`config.mk`:
```
export PLATFORM = sky130hd
export DESIGN_NAME = counter_referee
export DESIGN_NICKNAME = d
export VERILOG_FILES = /design/src/rtl/counter_pkg.sv /design/src/rtl/rise_detect.sv /design/src/rtl/counter_referee.sv
export SDC_FILE = /design/constraint.sdc
export NUM_CORES = 1
export LEC_CHECK = 0
export ABC_CLOCK_PERIOD_IN_PS = 2100
export BUFFER_PORTS_ARGS = -buffer_cell sky130_fd_sc_hd__buf_2
export CORE_MARGIN = 10
export CORE_UTILIZATION = 44
export DETAILED_ROUTE_END_ITERATION = 8
export PLACE_DENSITY = 0.72
export SYNTH_ARGS = -nofsm -noshare
export SYNTH_HDL_FRONTEND = slang
export SYNTH_SLANG_ARGS = --single-unit
```
`constraint.sdc`:
```
create_clock -name clk -period 2.1 [get_ports clk]
set_clock_uncertainty 0.15 [all_clocks]
set_input_delay 0.315 -clock clk [delete_from_list [all_inputs] [get_ports clk]]
set_output_delay 0.315 -clock clk [all_outputs]
set_load 0.02 [all_outputs]
```
`src/rtl/counter_pkg.sv`:
```
// Shared types and constants for the game counter and its referee.
package counter_pkg;

  localparam int COUNTER_W = 8;

  typedef enum logic [1:0] {PLAY, RELOAD, OVER} referee_state_e;

  typedef enum logic [1:0] {
    WHO_NONE = 2'b00,
    WHO_WIN  = 2'b01,
    WHO_LOSE = 2'b10,
    WHO_DRAW = 2'b11
  } who_e;

endpackage

```
`src/rtl/rise_detect.sv`:
```
// Synchronous rising-edge detector: pulse is high in the cycle d first reads 1.
module rise_detect (
  input  logic clk,
  input  logic reset,
  input  logic d,
  output logic pulse
);

  logic prev;

  always_ff @(posedge clk) begin
    if (reset) prev <= 1'b0;
    else       prev <= d;
  end

  assign pulse = d & ~prev;

endmodule

```
`src/rtl/counter_referee.sv`:
```
// Referee beside the 8-bit game counter: tallies winner/loser events,
// reloads the counter after each score and calls the game when a side maxes out.
//
// state  | meaning
// PLAY   | waiting for a scored event
// RELOAD | init_out high this cycle, counter being reloaded
// OVER   | a tally hit WIN_MAX; tallies frozen until restart
module counter_referee
  import counter_pkg::*;
#(
  parameter int                   TALLY_W    = 4,
  parameter int                   WIN_MAX    = 15,
  parameter logic [COUNTER_W-1:0] RELOAD_VAL = 8'h80
) (
  input  logic                 clk,
  input  logic                 reset,
  input  logic                 winner_in,
  input  logic                 loser_in,
  input  logic                 restart,
  output logic                 init_out,
  output logic [COUNTER_W-1:0] load_out,
  output logic [TALLY_W-1:0]   win_tally,
  output logic [TALLY_W-1:0]   lose_tally,
  output logic                 game_over,
  output logic [1:0]           who
);

  localparam logic [TALLY_W-1:0] WIN_MAX_T = TALLY_W'(WIN_MAX);

  referee_state_e     state;
  logic               win_pulse, lose_pulse;
  logic [TALLY_W-1:0] win_next, lose_next;
  logic               win_hit, lose_hit;

  rise_detect u_win_edge (
    .clk  (clk),
    .reset(reset),
    .d    (winner_in),
    .pulse(win_pulse)
  );

  rise_detect u_lose_edge (
    .clk  (clk),
    .reset(reset),
    .d    (loser_in),
    .pulse(lose_pulse)
  );

  // Tallies are below WIN_MAX outside OVER, so the increment cannot wrap.
  always_comb begin
    win_next  = win_tally + TALLY_W'(win_pulse);
    lose_next = lose_tally + TALLY_W'(lose_pulse);
    win_hit   = win_pulse && (win_next == WIN_MAX_T);
    lose_hit  = lose_pulse && (lose_next == WIN_MAX_T);
  end

  always_ff @(posedge clk) begin
    load_out <= RELOAD_VAL;
    if (reset) begin
      state      <= PLAY;
      win_tally  <= '0;
      lose_tally <= '0;
      init_out   <= 1'b0;
      game_over  <= 1'b0;
      who        <= WHO_NONE;
    end else if (restart) begin
      state      <= RELOAD;
      win_tally  <= '0;
      lose_tally <= '0;
      init_out   <= 1'b1;
      game_over  <= 1'b0;
      who        <= WHO_NONE;
    end else begin
      unique case (state)
        PLAY, RELOAD: begin
          if (win_pulse || lose_pulse) begin
            win_tally  <= win_next;
            lose_tally <= lose_next;
            if (win_hit || lose_hit) begin
              state     <= OVER;
              init_out  <= 1'b0;
              game_over <= 1'b1;
              who       <= (win_hit && lose_hit) ? WHO_DRAW :
                           win_hit ? WHO_WIN : WHO_LOSE;
            end else begin
              state    <= RELOAD;
              init_out <= 1'b1;
            end
          end else begin
            state    <= PLAY;
            init_out <= 1'b0;
          end
        end
        OVER: begin
          init_out  <= 1'b0;
          game_over <= 1'b1;
        end
        default: begin
          state    <= PLAY;
          init_out <= 1'b0;
        end
      endcase
    end
  end

endmodule

```
Yosys cells after proc, flatten, opt, wreduce, memory -nomap -nowiden
Cells that the tools add are included.
W data, S select, Z words.
{"block": "op_classes", "addsub": 2, "eq_ne": 7, "mux": 13, "bitwise_logic": 4, "reduce_logical": 12}
{"operator": "$add A4 B1 Y4", "n": 2}
{"operator": "$eq A4 B4 Y1 const B", "n": 2}
{"operator": "$mux W2", "n": 4}
{"operator": "$mux W1", "n": 7}
{"operator": "$ne A2 B2 Y1 const B", "n": 3}
{"operator": "$reduce_and A3 Y1", "n": 2}
{"operator": "$pmux W2 S2", "n": 1}
{"operator": "$reduce_or A2 Y1", "n": 2}
{"operator": "$logic_and A1 B1 Y1", "n": 3}
{"operator": "$and A1 B1 Y1", "n": 2}
{"operator": "$eq A2 B1 Y1 const B", "n": 1}
{"operator": "$eq A2 B2 Y1 const B", "n": 1}
{"operator": "$logic_not A2 Y1", "n": 1}
{"operator": "$logic_or A1 B1 Y1", "n": 2}
{"operator": "$not A1 Y1", "n": 2}
{"operator": "$pmux W1 S2", "n": 1}
{"operator": "$reduce_and A2 Y1", "n": 1}
{"operator": "$reduce_bool A2 Y1", "n": 1}
{"block": "totals", "ff_bits": 16, "in_bits": 5, "out_inout_bits": 20, "elab_cells": 47}

Depth between registers and ports, before layout
{"block": "depth", "word_depth": 10, "ltp_mapped": 9, "ltp_nobuf": 8}

Modules after synthesis
From an unflattened synthesis, not the netlist that was laid out.
{"block": "unflattened", "hier_cells": 86, "hier_area_um2": 809.5}
{"module": "counter_referee", "instances": 1, "cells_per_inst": 80, "area_each_um2": 714.4, "seq_area_each_um2": 280.3}
{"module": "rise_detect", "instances": 2, "cells_per_inst": 3, "area_each_um2": 47.5, "seq_area_each_um2": 20.0}

Worst setup path before layout
No wires, ideal clock.
{"block": "synth_path", "kind": "register to register", "from": "register u_win_edge.prev", "to": "register game_over", "setup_ps": 77, "t_arrival_ps": 1955, "required_time_ps": 1873, "slack_ps": -82, "stages_incl_launch_ff": 10, "n_path_buf": 1, "synth_period_minus_slack_ps": 2182, "cell_sequence": "dfxtp_1 -> nand2b_4 -> buf_6 -> inv_1 -> ha_1 -> ha_1 -> nand2_1 -> or4b_4 -> or2_4 -> a41oi_2"}
{"block": "synth_via", "elab_chain_cells": 8, "elab_cells_between_ends": 10, "cone_classes": "1 x add/sub; 3 x eq/ne; 2 x bitwise; 4 x reduce/logical"}
{"item": "start, declared", "line_no": "rise_detect.sv:9", "source": "logic prev;"}
{"item": "start signal, assigned", "line_no": "rise_detect.sv:12", "source": "if (reset) prev <= 1'b0;"}
{"item": "start signal, assigned", "line_no": "rise_detect.sv:13", "source": "else prev <= d;"}
{"item": "$not A1 Y1", "line_no": "rise_detect.sv:16", "source": "assign pulse = d & ~prev;"}
{"item": "$and A1 B1 Y1", "line_no": "rise_detect.sv:16"}
{"item": "$add A4 B1 Y4", "line_no": "counter_referee.sv:51", "source": "win_next = win_tally + TALLY_W'(win_pulse);"}
{"item": "named net win_next[1]", "line_no": "counter_referee.sv:32", "source": "logic [TALLY_W-1:0] win_next, lose_next;"}
{"item": "$eq A4 B4 Y1", "line_no": "counter_referee.sv:53", "source": "win_hit = win_pulse && (win_next == WIN_MAX_T);"}
{"item": "$logic_and A1 B1 Y1", "line_no": "counter_referee.sv:53"}
{"item": "$logic_or A1 B1 Y1", "line_no": "counter_referee.sv:79", "source": "if (win_hit || lose_hit) begin"}
{"item": "$ne A2 B2 Y1 (no source line)"}
{"item": "$reduce_and A3 Y1 (no source line)"}
{"item": "end signal, assigned", "line_no": "counter_referee.sv:64", "source": "game_over <= 1'b0;"}
{"item": "end signal, assigned", "line_no": "counter_referee.sv:82", "source": "game_over <= 1'b1;"}
{"item": "end signal, assigned", "line_no": "counter_referee.sv:96", "source": "game_over <= 1'b1;"}
{"item": "end, declared", "line_no": "counter_referee.sv:24", "source": "output logic game_over,"}
The timed path passes the listed nets, and every way through them passes these cells.
A chain may end at the register's enable or synchronous reset.

Final worst setup path
Same ends and word-level chain as after synthesis.

==> impl_results.md <==
- Critical Path Source Type: flip-flop
- HPWL Detailed: 1360 um
- Top area cells in the synthesized netlist: dfxtp_1, buf_4, ha_1
- Core footprint: around 1800 um^2
- Clock sinks: 16
- Register Area: 320 um^2
- Synth Register Bits: 16
- Hold buffers post-CTS: 0
- Hold endpoint: u_lose_edge.prev
- # DRC: 0
- Routed via count: 676
- Max frequency: slightly below 0.5 GHz
- VDD IR max: 0.303 mV
- Final Max Tran Viols: 0
- Most frequent cells in the layout: dfxtp_1, buf_2, nor2_1, conb_1, buf_4
- Nets: roughly 120
- Pre-antenna DRT Iters: 4
- Die Area: around 4000 um^2
- Post-synthesis async set-or-reset flop share: 0%
- Initial antenna violation count: 0
- Number of synthesized flops with an enable pin: 0
- RSZ-0062 raised after global routing: yes
- Rows: 15
- Cells after Synth: 90
- Largest net degree at the start of global routing: 13
- Cell count of the worst reg-to-reg path: 8
- Terminus of the critical flop-to-flop path: game_over
- Clock buffer depth: 2
- Count of different cell masters after synthesis: 27
- Register area share after synthesis: about 38%
- Hold Crit Depth: 2
- Final-layout fill cell count: ~150
- Root buffer cell: clkbuf_4
- FF-to-FF Start: u_win_edge.prev
- WL/cell: ~13 um
- Vias in the first global route: about 680
- Final core utilization: around three fifths
- Post-Syn Area per Cell: 9.45 um^2
- Critical path required time: around 2.2 ns
- # diodes: 0
- Final Hold Viols: 0
- Top cell type's share of synthesized area: ~38%
- Clock transition at the registers of the reported paths: around 0.10 ns
- Placer Congestion: between 0.7 and 0.8
- Register-to-register setup slack: about 0.032 ns
- Synth Flop Type: dfxtp_1
- Layout cells sized above 1: a little over 40%
- Worst EP arrival: 2.14 ns
- First-pass GRT wire length: ~2800 um
- Minimum clock period: slightly above 2 ns
- Largest area contributor in the netlist: dfxtp_1
- Drt initial violations: 8
- Starting density of the core: a little under half
- CP endpoint kind: flip-flop
- Die Y: ~64 um
- H-tree depth reported by CTS: 1
- Routed WL: 1850 um
- Post-DRT Antenna Nets: 0
- Worst-path maximum fanout: 3
- Hold Path Class: in -> reg
- Tot GR Track Use: under 10%
- Outcome: finished clean
- Area Overhead vs Synth: 26.0%
- Placed insts: 131
- P per Cell Area: ~560 nW/um^2
- Final period util: a little over nine tenths
- Critical hold path startpoint: reset
- Number of CTS-inserted buffers: 3
- Gr ovfl total: 0
- Layout Cells excl Fill: about 140
- Worst skew pair latency: just under 0.3 ns
- TritonCTS clock tree: done
- P_leak: 0.457 nW
- Vias/cell: 4.93
- # setup viols final: 0
- Synth Warn #: 0
- Post-synthesis cell area: approximately 850 um^2
- Worst Setup Path Type: reg -> reg
- Number of max-cap violations: 0
- Die width: between 60 and 70 um
- # port buffers: 16
- Ports: 25
- Area occupied by multi-input gates: a little over 500 um^2
-- Yosys cell counts (4+ instances only) --
| library cell | count |
|---|---|
| a211oi_1 | 4 |
| a21oi_1 | 4 |
| buf_4 | 8 |
| dfxtp_1 | 16 |
| ha_1 | 4 |
| inv_1 | 6 |
| mux2i_1 | 4 |
| nor2_1 | 8 |
| xnor2_1 | 4 |
| xor2_1 | 4 |
-- cell families after synthesis --
logic type | share of synthesized area, %
AOI/OAI and AO/OA | 11.8
xor gates and xnor gates | 8.23
adders and majority gates | 5.88
buffers and inverters | 13.2
DFF | 37.6
muxes | 4.71
other | 0.883
and+or+nand+nor | 17.6
-- flip-flops by register name, summed over array words and instances, names as in the netlist --
name	cells
u_win_edge.prev	1
init_out	1
who	2
game_over	1
u_lose_edge.prev	1
state	2
lose_tally	4
win_tally	4
-- report_power, final --
group	switching, mW	internal (mW)
Sequential	0.00331	0.310
Combinational	0.0484	0.0299
Clock	0.105	0.106
-- per-layer routing --
layer  wire length, um  vias up  track usage (%)  share of wire, %
met5                 0        -                0                 0
met3               185        5             4.18                10
met1               749      312             8.13                41
met2               869       30             13.8                47
li1                  -      329                -                 -
met4                41        0             7.10               2.2
-- per-stage QoR --
step                hold slack, ns   TNS, ns  cell area [um^2]  worst slack (ns)  power (mW)
CTS                         0.0575         0              1050         0.0000371       0.607
detailed placement           0.319    -0.353               995            -0.151       0.396
global placement             0.331    -0.290               995            -0.104       0.395
finish                      0.0718         0              1070            0.0323       0.602
global route                0.0670   -0.0215              1070           -0.0142       0.627
floorplan                    0.234  -0.00242               928          -0.00242       0.392
-- cell type report --
type                       count  area share (%)
tap                           25            2.92
multi-input combinational     62            48.2
clock buffer                   4            3.38
timing repair buffer          24            13.1
inverter                       6            2.57
sequential                    16            29.9
-- timing repair --
| item | 4_1_cts | 5_1_grt |
|---|---|---|
| resized for setup | 2 | 2 |
| endpoints found under the setup margin | 3 | 4 |
| setup buffers | 0 | 2 |
| pin swaps | 0 | 3 |
-- worst max-delay path, stage by stage, from the launching register on --
cell,delay (ns)
dfxtp_1,0.32
nand2b_4,0.13
inv_4,0.04
ha_4,0.16
ha_4,0.25
nand2_1,0.05
or4b_4,0.47
or2_4,0.26
a41oi_2,0.18
-- worst max path at each step --
stage	from	to	slack, ns	depth (start not counted)
6_report	u_win_edge.prev	game_over	0.03	8
4_1_cts	u_lose_edge.prev	game_over	0.00004	8
5_1_grt	u_win_edge.prev	game_over	-0.01	8
2_1_floorplan	u_lose_edge.prev	game_over	-0.002	9
3_3_place_gp	loser_in	state[1]	-0.10	9
3_5_place_dp	loser_in	game_over	-0.15	9
Note: power is estimated with default switching activity, not from simulation.
